## config.mk

```make
export PLATFORM = sky130hd
export DESIGN_NAME = gpio_block_tx
export DESIGN_NICKNAME = d
export VERILOG_FILES = /design/src/rtl/gpio_block_tx.sv
export SDC_FILE = /design/constraint.sdc
export NUM_CORES = 1
export LEC_CHECK = 0
export CAP_MARGIN = 15
export CORE_ASPECT_RATIO = 0.9
export CORE_MARGIN = 2
export CORE_UTILIZATION = 40
export CTS_BUF_LIST = sky130_fd_sc_hd__clkbuf_4 sky130_fd_sc_hd__clkbuf_8
export DETAILED_ROUTE_END_ITERATION = 12
export GPL_ROUTABILITY_DRIVEN = 0
export MAX_ROUTING_LAYER = met4
export PLACE_DENSITY = 0.75
export SLEW_MARGIN = 30
export SYNTH_ARGS = -nofsm -noshare
export SYNTH_HDL_FRONTEND = slang
export SYNTH_SLANG_ARGS = --single-unit
```

## constraint.sdc

```tcl
create_clock -name clk -period 2.85 [get_ports clk]
set_clock_uncertainty 0.1 [all_clocks]
set_input_delay 0.285 -clock clk [delete_from_list [all_inputs] [get_ports clk]]
set_output_delay 0.285 -clock clk [all_outputs]
set_load 0.01 [all_outputs]
```

## src/rtl/gpio_block_tx.sv

```systemverilog
// gpio_block_tx: sends 256-bit blocks over a 24-bit GPIO port as sixteen
// 16-bit chunks using a strobe/ack four-phase handshake.
// Optional feature: define GPIO_TX_TIMEOUT_EN to enable the ack-wait timeout
// (TIMEOUT cycles) and the sticky err flag; without it err is tied low.
module gpio_block_tx #(
    parameter int unsigned TIMEOUT = 1023
) (
    input  logic         clk,
    input  logic         rst_n,
    input  logic [255:0] blk_data,
    input  logic         blk_valid,
    input  logic         blk_last,
    output logic         blk_ready,
    input  logic [23:0]  gpio_in,
    output logic [23:0]  gpio_out,
    output logic [23:0]  gpio_en,
    output logic         busy,
    output logic         done,
    output logic         err,
    output logic [7:0]   blk_cnt
);

    localparam int unsigned CHUNK_W    = 16;
    localparam int unsigned NUM_CHUNKS = 16;
    localparam int unsigned IDX_W      = 4;
    localparam int unsigned GPIO_W     = 24;
    localparam int unsigned CNT_W      = 8;
    localparam int unsigned ACK_BIT    = 1;
    localparam int unsigned FS_BIT     = 7;
    localparam int unsigned FE_BIT     = 6;
    localparam int unsigned STB_BIT    = 0;
    localparam logic [IDX_W-1:0]  IDX_LAST    = IDX_W'(NUM_CHUNKS - 1);
    localparam logic [GPIO_W-1:0] GPIO_EN_VAL = 24'hFFFFFD;

    typedef enum logic [2:0] {
        ST_IDLE,
        ST_SETUP,
        ST_STROBE,
        ST_RELEASE,
        ST_DONE,
        ST_ERR
    } state_e;

    // A zero limit would make every handshake fail immediately.
    if (TIMEOUT == 0) begin : g_timeout_invalid
        $error("gpio_block_tx: TIMEOUT must be at least 1");
    end

    state_e                                state_q, state_d;
    logic [NUM_CHUNKS-1:0][CHUNK_W-1:0]    data_q, data_d;
    logic                                  last_q, last_d;
    logic [IDX_W-1:0]                      idx_q, idx_d;
    logic                                  first_q, first_d;
    logic [CNT_W-1:0]                      blk_cnt_q, blk_cnt_d;
    logic                                  ack_meta_q, ack_s_q;
    logic [GPIO_W-1:0]                     gpio_out_q, gpio_out_d;
    logic [GPIO_W-1:0]                     gpio_en_q, gpio_en_d;
    logic                                  blk_ready_q, blk_ready_d;
    logic                                  busy_q, busy_d;
    logic                                  done_q, done_d;
    logic                                  sending_c;
    logic                                  gpio_in_unused;

`ifdef GPIO_TX_TIMEOUT_EN
    localparam int unsigned WAIT_W = $clog2(TIMEOUT + 1);
    localparam logic [WAIT_W-1:0] WAIT_LAST = WAIT_W'(TIMEOUT - 1);

    logic [WAIT_W-1:0] wait_cnt_q, wait_cnt_d;
    logic              err_q, err_d;
`endif

    // Only the ack pad is an input; the rest are outputs.
    assign gpio_in_unused = ^{gpio_in[GPIO_W-1:ACK_BIT+1], gpio_in[ACK_BIT-1:0]};

    // Two-flop synchronizer for the asynchronous ack pad.
    always_ff @(posedge clk) begin
        if (!rst_n) begin
            ack_meta_q <= 1'b0;
            ack_s_q    <= 1'b0;
        end else begin
            ack_meta_q <= gpio_in[ACK_BIT];
            ack_s_q    <= ack_meta_q;
        end
    end

    // State, datapath and registered-output update.
    always_ff @(posedge clk) begin
        if (!rst_n) begin
            state_q     <= ST_IDLE;
            data_q      <= '0;
            last_q      <= 1'b0;
            idx_q       <= '0;
            first_q     <= 1'b1;
            blk_cnt_q   <= '0;
            gpio_out_q  <= '0;
            gpio_en_q   <= '0;
            blk_ready_q <= 1'b0;
            busy_q      <= 1'b0;
            done_q      <= 1'b0;
`ifdef GPIO_TX_TIMEOUT_EN
            wait_cnt_q  <= '0;
            err_q       <= 1'b0;
`endif
        end else begin
            state_q     <= state_d;
            data_q      <= data_d;
            last_q      <= last_d;
            idx_q       <= idx_d;
            first_q     <= first_d;
            blk_cnt_q   <= blk_cnt_d;
            gpio_out_q  <= gpio_out_d;
            gpio_en_q   <= gpio_en_d;
            blk_ready_q <= blk_ready_d;
            busy_q      <= busy_d;
            done_q      <= done_d;
`ifdef GPIO_TX_TIMEOUT_EN
            wait_cnt_q  <= wait_cnt_d;
            err_q       <= err_d;
`endif
        end
    end

    // Next-state logic; outputs are derived from the next state so the
    // registered pins line up with the state they describe.
    always_comb begin
        state_d   = state_q;
        data_d    = data_q;
        last_d    = last_q;
        idx_d     = idx_q;
        first_d   = first_q;
        blk_cnt_d = blk_cnt_q;
`ifdef GPIO_TX_TIMEOUT_EN
        wait_cnt_d = wait_cnt_q;
        err_d      = err_q;
`endif

        case (state_q)
            ST_IDLE: begin
                if (blk_valid && blk_ready_q) begin
                    data_d  = blk_data;
                    last_d  = blk_last;
                    idx_d   = '0;
                    state_d = ST_SETUP;
                end
            end
            ST_SETUP: begin
                state_d = ST_STROBE;
`ifdef GPIO_TX_TIMEOUT_EN
                wait_cnt_d = '0;
`endif
            end
            ST_STROBE: begin
                if (ack_s_q) begin
                    state_d = ST_RELEASE;
`ifdef GPIO_TX_TIMEOUT_EN
                    wait_cnt_d = '0;
                end else if (wait_cnt_q == WAIT_LAST) begin
                    state_d = ST_ERR;
                    err_d   = 1'b1;
                end else begin
                    wait_cnt_d = wait_cnt_q + WAIT_W'(1);
`endif
                end
            end
            ST_RELEASE: begin
                if (!ack_s_q) begin
                    // Frame-start marker only applies to the first chunk.
                    first_d = 1'b0;
                    if (idx_q == IDX_LAST) begin
                        blk_cnt_d = blk_cnt_q + CNT_W'(1);
                        state_d   = last_q ? ST_DONE : ST_IDLE;
                    end else begin
                        idx_d   = idx_q + IDX_W'(1);
                        state_d = ST_SETUP;
                    end
`ifdef GPIO_TX_TIMEOUT_EN
                end else if (wait_cnt_q == WAIT_LAST) begin
                    state_d = ST_ERR;
                    err_d   = 1'b1;
                end else begin
                    wait_cnt_d = wait_cnt_q + WAIT_W'(1);
`endif
                end
            end
            ST_DONE: begin
                blk_cnt_d = '0;
                first_d   = 1'b1;
                state_d   = ST_IDLE;
            end
            ST_ERR: begin
                state_d = ST_ERR;
            end
            default: begin
                state_d = ST_IDLE;
            end
        endcase

        sending_c   = (state_d == ST_SETUP) || (state_d == ST_STROBE) ||
                      (state_d == ST_RELEASE);
        blk_ready_d = (state_d == ST_IDLE);
        busy_d      = (state_d != ST_IDLE) && (state_d != ST_ERR);
        done_d      = (state_d == ST_DONE);
        gpio_en_d   = GPIO_EN_VAL;
        gpio_out_d  = '0;
        if (sending_c) begin
            // Chunk 0 is the most significant halfword, hence the inverted index.
            gpio_out_d[GPIO_W-1:8] = data_d[~idx_d];
            gpio_out_d[FS_BIT]     = first_d && (idx_d == '0);
            gpio_out_d[FE_BIT]     = last_d && (idx_d == IDX_LAST);
            gpio_out_d[STB_BIT]    = (state_d == ST_STROBE);
        end
    end

    assign gpio_out  = gpio_out_q;
    assign gpio_en   = gpio_en_q;
    assign blk_ready = blk_ready_q;
    assign busy      = busy_q;
    assign done      = done_q;
    assign blk_cnt   = blk_cnt_q;

`ifdef GPIO_TX_TIMEOUT_EN
    assign err = err_q;
`else
    assign err = 1'b0;
`endif

endmodule

```

---- Word-level counts from Yosys, hierarchy flattened ----
Cells that the tools add are included.
word-level totals
  register bits after elaboration ......... 326
  bits in latches ......................... 0
  bits in writable memories ............... 0
  bits in read-only memories .............. 0
  bits of input ports ..................... 284
  output and inout bits ................... 60
  word-level logic and storage cells ...... 82
  memories ................................ 0
cells by class
  $add $sub $neg .......................... 2
  multipliers ............................. 0
  divide/modulo/power cells ............... 0
  order comparisons ....................... 1
  equality and inequality tests ........... 14
  shift operators ......................... 0
  muxes and demuxes ....................... 22
  bitwise logic cells ..................... 1
  reduce and logical (&&, ||, !) cells .... 13
operators by type and width
  operator                                                                      number
  256-bit 2-to-1 mux                                                            2
  16-bit binary-select mux with 4-bit select                                    1
  24-bit 2-to-1 mux                                                             1
  16-bit 2-to-1 mux                                                             1
  8-bit 2-to-1 mux                                                              2
  8-bit case mux with 2 select lines                                            1
  3-bit 2-to-1 mux                                                              5
  3-bit case mux with 5 select lines                                            1
  3-bit by 2-bit equality test with 1-bit output, second input constant         4
  4-bit 2-to-1 mux                                                              3
  3-bit equality test, second input constant                                    3
  8-bit by 1-bit adder with 8-bit output, second input constant                 1
  4-bit equality test, second input constant                                    2
  4-bit case mux with 2 select lines                                            1
  3-bit by 1-bit equality test with 1-bit output, second input constant         2
  3-bit zero test                                                               2
  4-bit by 5-bit less-than comparator with 1-bit output, second input constant  1
  4-bit by 1-bit adder with 4-bit output, second input constant                 1
  1-bit logical AND                                                             4
  4-bit zero test                                                               1
  2-bit != test, second input constant                                          2
  4-bit inverter                                                                1
  1-bit 2-to-1 mux                                                              3
  3-bit != test, second input constant                                          1
  6 further kinds                                                               7

---- Longest topological paths before layout ----
Gate-level depths: netlist of the first run.
  depth after elaboration ................. 8
  depth in mapped cells ................... 11

---- Worst setup path after synthesis of the first run ----
No wires, ideal clock.
  path type ............................... reg2reg
  from .................................... reg idx_q[0]
  to ...................................... reg gpio_out_q[23] (netlist: gpio_out[23])
  setup time .............................. 0.140 ns
  arrival ................................. 2.026 ns
  setup slack ............................. 0.583 ns
  stages on the path, launching flop included .. 12
  buffers on the path ..................... 3
  cells stage by stage .................... dfxtp_1 > ha_1 > and3_1 > buf_2 > o21ai_2 > nand2_2 > buf_2 > buf_2 > nand2_1 > nand3_1 > a311oi_1 > a211oi_2
on the way
  longest elaborated chain between the ends .. 8
  elaborated cells between the ends (all ways) .. 18
RTL lines
  item                                                                            RTL line  source
  start, declared                                                                 52        logic [IDX_W-1:0] idx_q, idx_d;
  start signal, assigned                                                          108       idx_q <= idx_d;
  branches (longest 8 deep; another with 4-bit by 1-bit adder with 4-bit output)  n/a
  end signal, assigned                                                            111       gpio_out_q <= gpio_out_d;
  end, declared                                                                   56        logic [GPIO_W-1:0] gpio_out_q, gpio_out_d;
Several ways; the timed one is not identified. The select of a mux whose other input is x is not followed.
A chain may end at the register's enable or synchronous reset.

---- Worst setup path after layout of the first run ----
  from .................................... reg idx_q[0]
  to ...................................... reg gpio_out_q[20] (netlist: gpio_out[20])
The elaborated chain is that of the path after synthesis.

==> results.cfg, run 1 <==
[yosys]
synth_edf_count = 0
synthSimpleGateAreaFrac_pct = 26.4
ys_ff_latch = 298
synth_compound_area_share_pct = 24.1
synth_mux_area_share_pct = 1.26
synth_async_sr_flop_share_pct = 0
syn_area_sq_mm = 0.0145
synth_cells = 1909
synth-xor-area-share_pct = 0.485
ys_seq_area_share_pct = 41.3
synth_top_family_by_area = simple AND/OR/NAND/NOR gates
yosys.cell_types.count = 64
ys.flop_type = dfxtp_1
synthAdderAreaFrac_pct = 0.173
syn_avg_cell_area_sq_um = 7.57
ys_warn_count = 0

[place]
io_buffers = 313
dp_slack_ns = -0.0689
dp_hpwl_mm = 35.8
dp_cells = 2567

[clock_tree]
clk_pin_slew_ns = 0.06
cts.htree.levels = 2
clockRootBuffer = clkbuf_8
cts_tree = built
clock_sinks = 298
clk_latency_ns = 0.61
clk_path_buf_depth = 3
cts_buffers = 51

[power]
ir_drop_v = 0.000291
power_density_mw_per_mm2 = 535
p_leak_nw = 7.00

[detailed_routing]
drt_wl_total_mm = 50.2
drc = 0
top_layer_used = met4
vias = 14400
via_per_inst = 5.42
detail_route.wl_per_cell_microns = 18.8
drtIter0Drc = 1405
met1_length_mm = 21.4
wl_met3_mm = 4.57
wl_met2_mm = 22.4
firstDrtPassIters = 5
ant_nets = 0

[final_layout]
nNetsFinal = 2431
nFillCells = 3319
drive_above_1_share_pct = 8.42
syn_to_final_growth_pct = 32.7
instances_no_fill = 2667

[die]
core_sq_mm = 0.0358
initial_utilization_pct = 40.3
die_x_microns = 204
die_h_microns = 184
die_area_sq_mm = 0.0377
rows = 66
ios = 344

[grt]
grt_pass1_vias = 13700
grt_overflow = 0
grt_max_degree = 202
grt_usage_pct = 26.3
antenna_found_initial = 3
grt_first_pass_wirelength_mm = 75.5

[timing]
setup_viol = 0
slew_headroom_pct = 50.5
max_clock_freq_mhz = 361
min_period_ns = 2.77
period_share_pct = 97.2
rsz0062_at_grt = false
tightest_slew_ns = 0.743
fin_ws_ns = 0.0796
hold_violations = 0
slew_violations = 0

[setup_path]
cp_slowest_stage_delay_ns = 0.52
crit_required_ns = 3.26
crit_arrival_ns = 3.18
cp-start-kind = flip-flop
worst-path-max-fanout = 28
crit_type = flip-flop to flip-flop
reg2reg_depth = 9
worst_setup_path_end_kind = flip-flop
path_cells = ha_1 > and3_1 > o21ai_4 > buf_4 > and3_1 > a211oi_1 > a311oi_1 > a211oi_1 > o22ai_1
slowest_stage = a311oi_1

[status]
status = finished clean

[min_path]
whs_path_depth = 3
hp-class = input port to flip-flop

[run]
drv_cap = 0
[report_power, final]
group / leakage (nW) / internal, W / switching, W
logic: 3.97 / 0.000737 / 0.000770
clock network: 0.611 / 0.00237 / 0.00184
registers: 2.43 / 0.00441 / 0.000138
[path summary, 6_finish.rpt]
kind | start | to | slack (ns)
setup reg to reg | idx_q[0] | gpio_out[20] | 0.08
hold reg to reg | ack_meta_q | ack_s_q | 0.35
hold / removal | blk_data[183] | data_q[183] | 0.14
setup / recovery | idx_q[0] | gpio_out[20] | 0.08
[flip-flops by register name, summed over array words and instances, names as in the netlist, 3 cells and up]
name and count:
data_q 256, gpio_out 19, blk_cnt 8, idx_q 4, state_q 3
[worst max-delay path, delay by kind of cell, from the launching register on]
| family | cells | cell delay (ns) |
|---|---|---|
| simple gates | 2 | 0.51 |
| compound gates | 5 | 1.16 |
| fa+ha+maj | 1 | 0.23 |
| buf+inv | 1 | 0.36 |
| flops | 1 | 0.32 |
[cells in the mapped netlist, types with 3 or more instances]
cell	instances	area, sq um
buf_2	24	120
buf_1	10	37.5
dfxtp_1	298	5970
nand3_1	73	365
mux2i_1	17	170
a211oi_1	61	458
clkbuf_1	123	462
o221ai_1	14	123
o211a_1	13	130
o22ai_1	15	93.8
and2_1	11	68.8
a21oi_1	12	60.1
nand2_2	3	18.8
and3_1	54	338
o21ai_0	34	170
nor3_1	3	15.0
nand2_1	714	2680
buf_4	35	263
inv_1	3	11.3
nor2_1	25	93.8
xor2_1	6	52.6
a31oi_1	43	269
a311oi_1	20	175
a21boi_0	245	1840
o21ai_1	4	20.0
[repair_timing]
item / in CTS / in global routing
hold endpoints to repair: 1 / 0
gates cloned: 0 / 0
endpoints found under the setup margin: 1 / 16
setup buffers: 0 / 0
resized for setup: 1 / 11
hold buffers: 1 / 0
[layer usage]
layer	vias to the layer above	GRT usage (%)
li1	6944	-
met3	95	4.74
met5	-	-
met4	0	10.3
met2	637	39.5
met1	6767	35.1
[cell families (layout without fill, tap and decap cells)]
logic type,after synthesis,after routing
AND/OR/NAND/NOR,909,909
adder cells (fa/ha/maj),2,2
flip-flops,298,298
multiplexers,18,18
AO/OA/AOI/OAI,476,476
buffers and inverters,197,468
XOR/XNOR,8,8
other,1,12
[area by class of cell]
class | count | area [sq um] | share of cell area (%)
multi-input combinational | 1420 | 7710 | 40.2
sequential | 298 | 5970 | 31.1
timing repair buffer | 371 | 3750 | 19.5
clock buffer | 78 | 1010 | 5.27
tap | 476 | 596 | 3.11
clock inverter | 16 | 119 | 0.620
antenna | 5 | 12.5 | 0.0652
inverter | 3 | 11.3 | 0.0587
[layout by cell type (no fill, tap or decap), types with 3 or more instances in the layout]
master             n
a211oi_1          61
a21boi_0         245
a21oi_1           12
a311oi_1          20
a31oi_1           43
and2_1            11
and3_1            54
buf_12            14
buf_4             43
clkbuf_4          10
clkbuf_8          68
clkdlybuf4s50_1  312
clkinv_2          12
conb_1             7
dfxtp_1          296
diode_2            5
inv_1              3
mux2i_1           16
nand2_1          714
nand3_1           73
nor2_1            24
nor3_1             3
o211a_1           13
o21ai_0           34
o21ai_1            4
o221ai_1           4
o221ai_2          10
o22ai_1           15
xor2_1             6
[stage by stage]
stage / utilization [%] / setup TNS, ns / hold slack, ns / area [sq um] / power (W)
floorplan: - / 0 / 0.213 / 14500 / 0.00537
global placement: 50.1 / -0.0822 / 0.326 / 18000 / 0.00608
detailed placement: 50.1 / -0.162 / 0.341 / 18000 / 0.00612
CTS: 53.3 / 0 / 0.126 / 19100 / 0.0103
global route: 53.5 / 0 / 0.146 / 19200 / 0.0107
finish: 53.5 / 0 / 0.137 / 19200 / 0.0103
Note: power is estimated with default switching activity, not from simulation.
==> inputs of run 2 (changes only) <==
--- a/config.mk
+++ b/config.mk
@@ -11,8 +11,6 @@
 export CORE_UTILIZATION = 40
 export CTS_BUF_LIST = sky130_fd_sc_hd__clkbuf_4 sky130_fd_sc_hd__clkbuf_8
 export DETAILED_ROUTE_END_ITERATION = 12
-export GPL_ROUTABILITY_DRIVEN = 0
-export MAX_ROUTING_LAYER = met4
 export PLACE_DENSITY = 0.75
 export SLEW_MARGIN = 30
 export SYNTH_ARGS = -nofsm -noshare
==> results.cfg, run 2 (synthesized netlist as in run 1, its figures left out) <==
[clock_tree]
cts.htree.levels = 2
clk_latency_ns = 0.60
cts_buffers = 51
clk_pin_slew_ns = 0.07
clockRootBuffer = clkbuf_8
cts_setup_buffers = 0
cts_tree = built
clock_sinks = 298
clk_path_buf_depth = 3

[timing]
max_clock_freq_mhz = 363
tightest_slew_ns = 0.787
slew_violations = 0
rsz0062_at_grt = false
hold_slack_ns = 0.141
hold_violations = 0
period_share_pct = 96.6
setup_viol = 0
slew_headroom_pct = 47.5
min_period_ns = 2.75

[min_path]
whs_path_depth = 3
hp-class = input port to flip-flop
worstHoldStart = blk_data[183]
hold_end = data_q[183]

[final_layout]
nFillCells = 3320
nNetsFinal = 2431
drive_above_1_share_pct = 8.42
syn_to_final_growth_pct = 32.6
layout_common_cells = nand2_1, clkdlybuf4s50_1, dfxtp_1
final_common_cell = nand2_1
multi_input_area_sq_mm = 0.00771
largest-register = data_q
seqCellArea_sq_mm = 0.00597
largest_reg_flops = 256
design_area_sq_mm = 0.0192

[status]
status = finished clean

[setup_path]
ff2ff_setup_slack_ns = 0.1
crit_arrival_ns = 3.16
r2r-start = state_q[0]
cp-start-kind = flip-flop
crit_required_ns = 3.26
crit_type = flip-flop to flip-flop
worst-path-max-fanout = 28
reg2reg_to = gpio_out[20]
worst_setup_path_end_kind = flip-flop
reg2reg_depth = 8

[detailed_routing]
drc = 0
drt_wl_total_mm = 50.1
detail_route.wl_per_cell_microns = 18.8
ant_nets = 0
drtIter0Drc = 1399
firstDrtPassIters = 5
vias = 14400
via_per_inst = 5.41

[grt]
antenna_found_initial = 4
grt_max_degree = 202
grt_pass1_vias = 13700
grt_first_pass_wirelength_mm = 75.4
grt_overflow = 0
grt_usage_pct = 25.5

[power]
ir_drop_v = 0.000290
p_sw_share_pct = 26.8
clockPowerShare_pct = 41.1
power_density_mw_per_mm2 = 536
seqPwrFrac_pct = 44.3
p_int_w = 0.00752
comb_power_share_pct = 14.7
p_leak_nw = 7.00
switchingPower_w = 0.00275

[place]
gp_congestion = 0.911
io_buffers = 313
dpl_cell_area_sq_mm = 0.0180
dp_hpwl_mm = 35.8

[die]
rows = 66
die_area_sq_mm = 0.0377
ios = 344
core_sq_mm = 0.0358
die_h_microns = 184
die_x_microns = 204
initial_utilization_pct = 40.3

[run]
drv_cap = 0
run 2: cell types whose count changed in the layout (fill, tap and decap cells not counted):
cell and delta:
diode_2 -2
run 2: per-stage QoR:
step                TNS (ns)  util (%)  cells  setup slack [ns]  power, W
finish                     0      53.5   2665            0.0968    0.0103
global placement     -0.0822      50.1   2567           -0.0301   0.00608
floorplan                  0         -   1915             0.583   0.00537
CTS                        0      53.3   2662            0.0117    0.0103
detailed placement    -0.162      50.1   2567           -0.0689   0.00612
global route               0      53.5   2664            0.0449    0.0107
run 2: layout make-up:
type	count	area share [%]
Tap cell	476	3.11
Antenna cell	3	0.0392
Sequential cell	298	31.1
Clock buffer	78	5.27
Inverter	3	0.0587
Clock inverter	16	0.620
Timing Repair Buffer	371	19.5
Multi-Input combinational cell	1420	40.2
run 2: critical path, stage by stage, from the launching register on:
cell	delay [ns]
dfxtp_2	0.46
nand4bb_1	0.33
o21ai_4	0.31
buf_4	0.36
and3_1	0.21
a211oi_1	0.05
a311oi_1	0.51
a211oi_1	0.15
o22ai_1	0.18
run 2: what timing repair did:
action                                 CTS  global route
cloned                                   0             0
setup endpoints to repair                1            16
endpoints found under the hold margin    1             0
hold buffers                             1             0
gates resized for setup                  1            11
run 2: layer usage:
| metal | share of wire, % | GRT usage, % | wire length [microns] |
|---|---|---|---|
| met1 | 43 | 34.5 | 21500 |
| met2 | 45 | 39.8 | 22400 |
| met3 | 8.8 | 5.30 | 4430 |
| met4 | 3.5 | 10.3 | 1770 |
| met5 | 0.026 | 0 | 13 |
run 2: worst max path at each step:
| stage | endpoint | slack [ns] | depth (start not counted) | startpoint |
|---|---|---|---|---|
| 6_report | gpio_out[20] | 0.1 | 8 | state_q[0] |
| 3_3_place_gp | gpio_out[16] | -0.03 | 8 | blk_valid |
| 2_1_floorplan | gpio_out[23] | 0.58 | 11 | idx_q[0] |
| 4_1_cts | gpio_out[13] | 0.01 | 7 | state_q[0] |
| 5_1_grt | gpio_out[8] | 0.04 | 9 | idx_q[0] |
| 3_5_place_dp | gpio_out[12] | -0.07 | 8 | blk_valid |
run 2: power groups by stage:
stage	sequential (W)	combinational, W	clock, W
finish	0.00455	0.00151	0.00422
global route	0.00457	0.00164	0.00445
detailed placement	0.00463	0.00149	0
CTS	0.00454	0.00150	0.00426
floorplan	0.00459	0.000782	0
global placement	0.00462	0.00146	0
